`src/rtl/rf_pkg.sv`:
```
// rf_pkg: shared types and defaults for the multi-port register file.
//   rf_state_e : clear/run state of the post-reset clear sequencer
//   RF_*       : default geometry and stack-pointer index
//   rf_addr_w  : address width for a given register count (min 1 bit)
package rf_pkg;

   typedef enum logic {
      RF_CLEAR,
      RF_RUN
   } rf_state_e;

   localparam int RF_DATA_W  = 16;
   localparam int RF_DEPTH   = 16;
   localparam int RF_SP_ADDR = 14;

   function automatic int rf_addr_w(input int depth);
      return (depth > 1) ? $clog2(depth) : 1;
   endfunction

endpackage

```
`src/rtl/rf_init_seq.sv`:
```
// rf_init_seq: post-reset clear sequencer for rf_bank.
// After rst_n rises, walks every register index once (one per cycle),
// supplying SP_RESET for the stack-pointer index and CLR_VAL elsewhere,
// then settles in RUN until the next reset.
// Ports:
//   clk, rst_n : clock, asynchronous active-low reset
//   busy       : high while the clear walk is in progress
//   clr_we     : clear write strobe (equals busy)
//   clr_addr   : register index being cleared this cycle
//   clr_data   : value written to clr_addr
module rf_init_seq
   import rf_pkg::*;
#(
   parameter int                DATA_W   = RF_DATA_W,
   parameter int                DEPTH    = RF_DEPTH,
   parameter int                SP_ADDR  = RF_SP_ADDR,
   parameter logic [DATA_W-1:0] SP_RESET = '0,
   parameter logic [DATA_W-1:0] CLR_VAL  = '0
) (
   input  logic                          clk,
   input  logic                          rst_n,
   output logic                          busy,
   output logic                          clr_we,
   output logic [rf_addr_w(DEPTH)-1:0]   clr_addr,
   output logic [DATA_W-1:0]             clr_data
);

   localparam int                ADDR_W = rf_addr_w(DEPTH);
   localparam logic [ADDR_W-1:0] LAST   = ADDR_W'(DEPTH - 1);

   rf_state_e         state, state_nxt;
   logic [ADDR_W-1:0] cnt, cnt_nxt;

   always_ff @(posedge clk or negedge rst_n) begin
      if (!rst_n) begin
         state <= RF_CLEAR;
         cnt   <= '0;
      end else begin
         state <= state_nxt;
         cnt   <= cnt_nxt;
      end
   end

   always_comb begin
      state_nxt = state;
      cnt_nxt   = cnt;
      busy      = 1'b0;
      clr_we    = 1'b0;
      clr_addr  = cnt;
      clr_data  = CLR_VAL;
      case (state)
         RF_CLEAR: begin
            busy   = 1'b1;
            clr_we = 1'b1;
            if (int'(cnt) == SP_ADDR) begin
               clr_data = SP_RESET;
            end
            if (cnt == LAST) begin
               state_nxt = RF_RUN;
               cnt_nxt   = '0;
            end else begin
               cnt_nxt = cnt + 1'b1;
            end
         end
         RF_RUN: begin
            state_nxt = RF_RUN;
         end
         default: begin
            state_nxt = RF_CLEAR;
            cnt_nxt   = '0;
         end
      endcase
   end

endmodule

```
`src/rtl/rf_bank.sv`:
```
// rf_bank: parametrised multi-port register file.
// NUM_RD registered read ports, NUM_WR write ports (higher port index wins
// on a same-address collision), optional same-cycle write-to-read bypass,
// optional hardwired zero register, and a post-reset clear walk that gives
// every register a defined value without resetting the array itself.
// Ports:
//   clk, rst_n  : clock, asynchronous active-low reset
//   raddr/rdata : packed read addresses / registered read data (port 0 in LSBs)
//   we/waddr/wdata : per-port write enable, packed write address and data
//   busy        : clear walk in progress; user reads/writes not serviced
//   wr_conflict : one-cycle pulse when two enabled writes hit one address
module rf_bank
   import rf_pkg::*;
#(
   parameter int                DATA_W   = RF_DATA_W,
   parameter int                DEPTH    = RF_DEPTH,
   parameter int                NUM_RD   = 2,
   parameter int                NUM_WR   = 2,
   parameter int                BYPASS   = 1,
   parameter int                ZERO_REG = 1,
   parameter int                SP_ADDR  = RF_SP_ADDR,
   parameter logic [DATA_W-1:0] SP_RESET = '0,
   parameter logic [DATA_W-1:0] CLR_VAL  = '0
) (
   input  logic                                 clk,
   input  logic                                 rst_n,
   input  logic [NUM_RD*rf_addr_w(DEPTH)-1:0]   raddr,
   output logic [NUM_RD*DATA_W-1:0]             rdata,
   input  logic [NUM_WR-1:0]                    we,
   input  logic [NUM_WR*rf_addr_w(DEPTH)-1:0]   waddr,
   input  logic [NUM_WR*DATA_W-1:0]             wdata,
   output logic                                 busy,
   output logic                                 wr_conflict
);

   localparam int ADDR_W = rf_addr_w(DEPTH);

   logic [DATA_W-1:0]        mem [DEPTH];

   logic                     clr_we;
   logic [ADDR_W-1:0]        clr_addr;
   logic [DATA_W-1:0]        clr_data;

   logic [NUM_WR-1:0]        wr_en;
   logic [ADDR_W-1:0]        wa [NUM_WR];
   logic [DATA_W-1:0]        wd [NUM_WR];
   logic                     conflict_nxt;
   logic [NUM_RD*DATA_W-1:0] rdata_nxt;
   logic [ADDR_W-1:0]        ra;
   logic [DATA_W-1:0]        rval;

   rf_init_seq #(
      .DATA_W   (DATA_W),
      .DEPTH    (DEPTH),
      .SP_ADDR  (SP_ADDR),
      .SP_RESET (SP_RESET),
      .CLR_VAL  (CLR_VAL)
   ) u_init_seq (
      .clk      (clk),
      .rst_n    (rst_n),
      .busy     (busy),
      .clr_we   (clr_we),
      .clr_addr (clr_addr),
      .clr_data (clr_data)
   );

   // An address is serviceable when it exists and is not the hardwired zero.
   function automatic logic addr_ok(input logic [ADDR_W-1:0] a);
      return (int'(a) < DEPTH) && !((ZERO_REG != 0) && (a == '0));
   endfunction

   // Effective write enables: dropped while clearing, out of range, or to R0.
   always_comb begin
      for (int unsigned p = 0; p < NUM_WR; p++) begin
         wa[p]    = waddr[p*ADDR_W +: ADDR_W];
         wd[p]    = wdata[p*DATA_W +: DATA_W];
         wr_en[p] = we[p] && !busy && addr_ok(wa[p]);
      end
   end

   always_comb begin
      conflict_nxt = 1'b0;
      for (int unsigned p = 0; p < NUM_WR; p++) begin
         for (int unsigned q = p + 1; q < NUM_WR; q++) begin
            if (wr_en[p] && wr_en[q] && (wa[p] == wa[q])) begin
               conflict_nxt = 1'b1;
            end
         end
      end
   end

   // Bypass scans ports in ascending order so the highest port's data wins,
   // matching the array write priority below.
   always_comb begin
      rdata_nxt = '0;
      ra        = '0;
      rval      = '0;
      if (!busy) begin
         for (int unsigned i = 0; i < NUM_RD; i++) begin
            ra   = raddr[i*ADDR_W +: ADDR_W];
            rval = '0;
            if (addr_ok(ra)) begin
               rval = mem[ra];
               if (BYPASS != 0) begin
                  for (int unsigned p = 0; p < NUM_WR; p++) begin
                     if (wr_en[p] && (wa[p] == ra)) begin
                        rval = wd[p];
                     end
                  end
               end
            end
            rdata_nxt[i*DATA_W +: DATA_W] = rval;
         end
      end
   end

   // Clear writes and user writes never coincide (wr_en is gated by busy);
   // the last non-blocking assignment gives the highest port priority.
   always_ff @(posedge clk) begin
      if (clr_we) begin
         mem[clr_addr] <= clr_data;
      end
      for (int unsigned p = 0; p < NUM_WR; p++) begin
         if (wr_en[p]) begin
            mem[wa[p]] <= wd[p];
         end
      end
   end

   always_ff @(posedge clk or negedge rst_n) begin
      if (!rst_n) begin
         rdata       <= '0;
         wr_conflict <= 1'b0;
      end else begin
         rdata       <= rdata_nxt;
         wr_conflict <= conflict_nxt;
      end
   end

endmodule

```
`config.mk`:
```
export PLATFORM = sky130hd
export DESIGN_NAME = rf_bank
export DESIGN_NICKNAME = d
export VERILOG_FILES = /design/src/rtl/rf_pkg.sv /design/src/rtl/rf_init_seq.sv /design/src/rtl/rf_bank.sv
export SDC_FILE = /design/constraint.sdc
export NUM_CORES = 1
export LEC_CHECK = 0
export BUFFER_PORTS_ARGS = -buffer_cell sky130_fd_sc_hd__buf_2
export CAP_MARGIN = 0
export CORE_AREA = 2 2 171 257
export DETAILED_ROUTE_END_ITERATION = 10
export DIE_AREA = 0 0 173 259
export PLACE_DENSITY = 0.53
export SYNTH_ARGS = -nofsm -noshare
export SYNTH_HDL_FRONTEND = slang
export SYNTH_SLANG_ARGS = --single-unit
```
`constraint.sdc`:
```
create_clock -name clk -period 2.8 [get_ports clk]
set_input_delay 0.56 -clock clk [delete_from_list [all_inputs] [get_ports clk]]
set_output_delay 0.56 -clock clk [all_outputs]
set_load 0.005 [all_outputs]
```
==> impl_metrics.env, run 1 <==
export IMPL_slew_headroom_pct=34.25
export IMPL_slowest_stage="a31oi_1"
export IMPL_diodes=0
export IMPL_netlist_area_um2=16860
export IMPL_critPathBufInv=1
export IMPL_cp_top_family="compound AO/OA/AOI/OAI gates"
export IMPL_tightest_slew_ns=0.9862
export IMPL_syn_avg_cell_area_um2=11.37
export IMPL_cp_required_ns=3.12
export IMPL_core_area_um2=42590
export IMPL_synthCells=1482
export IMPL_drc=0
export IMPL_yosys_warnings=0
export IMPL_syn_num_nets=1535
export IMPL_most_common_layout_cells="nand2_1 (315), edfxtp_1 (256), o21ai_0 (229), buf_2 (82), mux4_2 (81)"
export IMPL_io_pins=86
export IMPL_layout_min_cycle_time_ns=2.495
export IMPL_drive_gt1_share_pct=21.69
export IMPL_initial_core_util_pct=39.58
export IMPL_finalSetupViolCount=0
export IMPL_yosysSeqAreaShare_pct=51.24
export IMPL_leakage_nw=7.056
export IMPL_syn_to_final_growth_pct=12.48
export IMPL_outcome="finished clean"
export IMPL_final_nets=1558
export IMPL_cts_root_buf="clkbuf_16"
export IMPL_rows=93
export IMPL_clk_path_buf_depth=3
export IMPL_min_path_type="primary input to async pin"
export IMPL_worst_setup_path_end_kind="register"
export IMPL_cp_slowest_stage_delay_ns=0.62
export IMPL_grt_pass1_wl_mm=78.75
export IMPL_hold_buffers=0
export IMPL_ir_drop_uv=516.0
export IMPL_ys_ff_latch=294
export IMPL_overflow=0
export IMPL_rsz0062_at_grt="false"
export IMPL_cts_setup_buffers=0
export IMPL_track_usage_pct=23.53
export IMPL_timing_final_crit_share_pct=89.10
export IMPL_die_h_um=259
export IMPL_crit_path_max_fanout=14
export IMPL_cts_tree="built"
export IMPL_fmax_mhz=400.8
export IMPL_worstSkewPairLatency_ns=0.57
export IMPL_cts_htree_levels=1
export IMPL_cp_start_kind="register"
export IMPL_vias=12080
export IMPL_drtIter0Drc=1072
export IMPL_viasPerCell=5.761
export IMPL_grt_pass1_vias=11980
export IMPL_gp_congestion=0.8769
export IMPL_cts_resized=0
export IMPL_crit_chain="nand2_1 -> a31oi_4 -> nor2_1 -> a31oi_1 -> o22ai_2 -> buf_12"
export IMPL_wl_mm=52.76
export IMPL_antenna_found_initial=1
export IMPL_finalHoldViolations=0
export IMPL_die_area_um2=44810
export IMPL_critPathKind="register to register"
export IMPL_grt_start_max_net_pins=39
export IMPL_cts_buffers=28
export IMPL_synthDistinctLibCells=54
export IMPL_layout_commonest_cell="nand2_1"
export IMPL_ant_nets=0
export IMPL_cts_sinks=294
export IMPL_p_total_mw=10.13
export IMPL_final_util_pct=44.52
export IMPL_async_flop_share_pct=12.93
export IMPL_max_cap_violations=0
export IMPL_cellPowerDensity_nw_per_um2=534.3
export IMPL_port_buffers=85
export IMPL_clkTransAtPathRegs_ns=0.07
export IMPL_fp_dieW_um=173
export IMPL_synth_flop_cell="edfxtp_1"
export IMPL_synth_edf_count=256
export IMPL_hpwl_mm=35.90
export IMPL_wl_per_cell_um=25.17
export IMPL_clock_skew_ns=0.01210
export IMPL_worst_ep_arrival_time_ns=2.82
export IMPL_dr_pass1_iters=7
export IMPL_slew_viol_final=0
## where the power goes
| part | internal, mW | switching [mW] | total [mW] |
|---|---|---|---|
| combinational | 0.474 | 0.795 | 1.27 |
| clock | 2.24 | 1.71 | 3.95 |
| sequential | 4.88 | 0.0247 | 4.91 |
| total | 7.60 | 2.53 | 10.1 |
## flip-flops by register name, indices dropped and copies added (netlist names)
name and flops:
u_init_seq.state 1, mem 256, rdata 32, wr_conflict 1
u_init_seq.clr_addr 4
## per-stage QoR
step | instance area (um2) | TNS, ns | hold WS [ns] | cells | worst slack (ns)
after floorplan | 16870 | -3.992 | 0.2644 | 1482 | -0.07084
after global placement | 18030 | 0 | 0.5613 | 2045 | 0.1535
after detailed placement | 18030 | 0 | 0.5602 | 2045 | 0.1455
after CTS | 18960 | 0 | 0.1569 | 2096 | 0.3360
after global routing | 18960 | 0 | 0.2006 | 2096 | 0.1828
final | 18960 | 0 | 0.1475 | 2096 | 0.3052
## area by class of cell
class / count / area [um2]
clock inverter: 22 / 206.4
timing repair buffer: 161 / 1195
sequential: 294 / 8638
fill: 3926 / 23630
multi-input combinational: 1000 / 7407
clock buffer: 29 / 725.7
tap: 570 / 713.2
inverter: 20 / 75.07
## cells by family after synthesis
family / count (synthesis) / share of synthesized area (%)
AO/OA/AOI/OAI: 411 / 14.56
AND/OR/NAND/NOR: 403 / 10.17
flip-flops: 294 / 51.24
buffers and inverters: 188 / 5.663
multiplexers: 164 / 17.20
XOR/XNOR: 21 / 1.091
adder cells (fa/ha/maj): 1 / 0.07421
## layer usage
layer  vias up  share of wire (%)  routed length [um]  GRT usage (%)
li1       5581                  -                   -              -
met4         0                2.1                1109          5.909
met5         -                  0                   0              0
met2       454                 51               26960          41.66
met3        60                6.9                3626          3.310
met1      5981                 40               21070          30.43
## cells in the mapped netlist (all sizes together), types with 9 or more instances
library cell    n  area, um2
nand2         317       1195
o211ai         14      145.1
a31oi          38      237.7
mux2i          67      670.6
mux4           96       2218
o21bai          9      67.56
nand3          17      85.08
a22oi          62      465.5
buf            67      500.5
o211a          14      140.1
dfrtp          38      950.9
nor2           33      123.9
xor2           16      140.1
clkbuf        101      379.1
inv            19      71.31
edfxtp        256       7687
o21ai         258       1291
## worst paths after layout
| check | depth (start not counted) | start | slack, ns | end |
|---|---|---|---|---|
| max reg2reg | 6 | u_init_seq.state$_DFF_PN0_ | 0.31 | mem[15][12]$_DFFE_PP_ |
| min | 1 | rst_n | 0.15 | rdata[1]$_DFF_PN0_ |
| min in group clk | 3 | wdata[1] | 0.26 | rdata[1]$_DFF_PN0_ |
| max | 6 | u_init_seq.state$_DFF_PN0_ | 0.31 | mem[15][12]$_DFFE_PP_ |
| min reg2reg | 1 | u_init_seq.clr_addr[2]$_DFFE_PN0N_ | 0.58 | u_init_seq.clr_addr[2]$_DFFE_PN0N_ |
| max in group asynchronous | 1 | rst_n | 2.03 | rdata[30]$_DFF_PN0_ |
## worst reg2reg max path, stage by stage (launching register included)
cell	delay, ns
dfrtp_1	0.51
nand2_1	0.15
a31oi_4	0.35
nor2_1	0.09
a31oi_1	0.62
o22ai_2	0.28
buf_12	0.24
Note: power is estimated with default switching activity, not from simulation.
==> run 2, diff against run 1 <==
Settings changed: GPL_TIMING_DRIVEN set to 0.
==> impl_metrics.env, run 2 (same netlist as run 1, synthesis figures left out) <==
export IMPL_outcome="finished clean"
export IMPL_grt_pass1_vias=12600
export IMPL_cts_root_buf="clkbuf_16"
export IMPL_hold_ws_ns=0.1029
export IMPL_io_pins=86
export IMPL_combPwrFrac_pct=13.0
export IMPL_critPathKind="register to register"
export IMPL_largest_register_ffs=256
export IMPL_worst_r2r_endpoint="mem[14][12]$_DFFE_PP_"
export IMPL_slew_headroom_pct=22.84
export IMPL_slowest_stage="clkbuf_1"
export IMPL_net_switching_power_mw=2.614
export IMPL_port_buffers=56
export IMPL_hpwl_mm=45.64
export IMPL_grt_pass1_wl_mm=83.70
export IMPL_cp_slowest_stage_delay_ns=0.48
export IMPL_crit_path_max_fanout=16
export IMPL_core_area_um2=42590
export IMPL_rows=93
export IMPL_track_usage_pct=25.44
export IMPL_ff2ff_setup_slack_ns=0.10
export IMPL_most_common_layout_cells="nand2_1 (315), edfxtp_1 (256), o21ai_0 (229), clkbuf_1 (104), buf_2 (92)"
export IMPL_drc=0
export IMPL_syn_to_final_growth_pct=12.93
export IMPL_clk_path_buf_depth=3
export IMPL_cts_htree_levels=1
export IMPL_drive_gt1_share_pct=18.78
export IMPL_finalSetupViolCount=0
export IMPL_worst_ep_arrival_time_ns=2.91
export IMPL_max_cap_violations=0
export IMPL_pwr_share_clk_pct=37.7
export IMPL_grt_start_max_net_pins=39
export IMPL_seqPwrFrac_pct=49.3
export IMPL_vias=12860
export IMPL_rsz0062_at_grt="false"
export IMPL_slew_viol_final=0
export IMPL_switching_share_pct=26.25
export IMPL_ir_drop_uv=434.8
export IMPL_cts_setup_buffers=0
export IMPL_wl_per_cell_um=26.49
export IMPL_overflow=0
export IMPL_timing_final_crit_share_pct=96.40
export IMPL_wl_mm=57.57
export IMPL_layout_commonest_cell="nand2_1"
export IMPL_regMostFlops="mem"
export IMPL_final_nets=1634
export IMPL_min_path_type="primary input to async pin"
export IMPL_worstSkewPairLatency_ns=0.58
export IMPL_die_h_um=259
export IMPL_cp_required_ns=3.01
export IMPL_cp_start_kind="register"
export IMPL_cellPowerDensity_nw_per_um2=523.2
export IMPL_rr_startpoint="u_init_seq.state$_DFF_PN0_"
export IMPL_cts_buffers=29
export IMPL_place_inst=2120
export IMPL_nFillCells=3955
export IMPL_drtIter0Drc=1441
export IMPL_fmax_mhz=370.5
export IMPL_layout_min_cycle_time_ns=2.699
export IMPL_diodes=0
export IMPL_die_area_um2=44810
export IMPL_finalHoldViolations=0
export IMPL_initial_core_util_pct=39.58
export IMPL_leakage_nw=7.002
export IMPL_clkTransAtPathRegs_ns=0.07
export IMPL_gp_congestion=0.9205
export IMPL_dr_pass1_iters=7
export IMPL_cts_tree="built"
export IMPL_fp_dieW_um=173
export IMPL_cp_top_family="simple AND/OR/NAND/NOR gates"
export IMPL_reg2reg_depth=6
export IMPL_tightest_slew_ns=1.157
export IMPL_critPathBufInv=2
export IMPL_cts_sinks=294
export IMPL_worst_setup_path_end_kind="register"
export IMPL_crit_chain="buf_4 -> nand2_2 -> nor3b_2 -> and2b_1 -> clkbuf_1 -> o21bai_4"
export IMPL_viasPerCell=5.919
export IMPL_ant_nets=0
export IMPL_clock_skew_ns=0.009580
export IMPL_p_int_mw=7.345
export IMPL_final_instance_count_excl_fill=2173
export IMPL_cp_depth=6
export IMPL_antenna_found_initial=0
-- run 2: changes by cell type in the layout (fill, tap and decap cells not counted), sizes merged --
cell	change
buf	-26
bufinv	-3
clkbuf	+106
clkinvlp	+3
clkinv	-3
-- run 2: power by group through the flow --
stage / combinational (mW) / sequential, mW / clock, mW
after floorplan: 0.786 / 5.01 / 0
after global placement: 1.24 / 5.00 / 0
after detailed placement: 1.28 / 5.00 / 0
after CTS: 1.28 / 4.91 / 3.78
after global routing: 1.39 / 4.91 / 3.93
final: 1.30 / 4.91 / 3.76
-- run 2: how the worst max path moves through the flow --
stage,from,slack (ns),to
CTS,u_init_seq.state$_DFF_PN0_,0.09,mem[9][8]$_DFFE_PP_
global route,u_init_seq.state$_DFF_PN0_,0.01,mem[1][10]$_DFFE_PP_
finish,u_init_seq.state$_DFF_PN0_,0.10,mem[14][12]$_DFFE_PP_
global placement,waddr[0],-1.19,mem[3][12]$_DFFE_PP_
floorplan,waddr[2],-0.07,mem[13][0]$_DFFE_PP_
detailed placement,waddr[0],-0.66,mem[2][12]$_DFFE_PP_
-- run 2: per-stage QoR --
step                utilization (%)  worst slack [ns]  setup TNS, ns  cell area [um2]  power (mW)
finish                        44.70            0.1009              0            19040       9.960
global route                  44.70           0.01489              0            19040       10.23
CTS                           44.64           0.08940              0            19010       9.969
detailed placement            42.51           -0.6591         -87.74            18100       6.279
global placement              41.95            -1.189        -237.58            17870       6.237
floorplan                         -          -0.07084         -3.992            16870       5.796
-- run 2: timing repair --
item / 4_1_cts / 5_1_grt
resized for setup: 7 / 4
endpoints found under the setup margin: 91 / 233
hold buffers: 0 / 0
gates cloned: 0 / 0
-- run 2: layer usage --
layer | vias to the layer above | GRT usage [%] | part of all wire (%)
met3 | 117 | 2.373 | 6.4
li1 | 5759 | - | -
met5 | - | 0 | 0
met4 | 0 | 11.77 | 4.8
met1 | 6419 | 29.56 | 36
met2 | 567 | 47.28 | 53
-- run 2: worst register-to-register path, delay by kind of cell (launching register included) --
kind                   cells  cell delay, ns
AOI/OAI and AO/OA          1            0.40
buffers and inverters      2            0.69
DFF                        1            0.36
and+or+nand+nor            3            0.88
-- run 2: area by class of cell --
type	instances	area [um2]	share of cell area (%)
Buffer	168	882.1	4.634
Clock buffer	34	744.5	3.911
Clock inverter	19	121.4	0.6375
Inverter	20	75.07	0.3943
Multi-Input combinational cell	1000	7402	38.88
Sequential cell	294	8638	45.38
Tap cell	570	713.2	3.746
Timing Repair Buffer	68	460.4	2.419
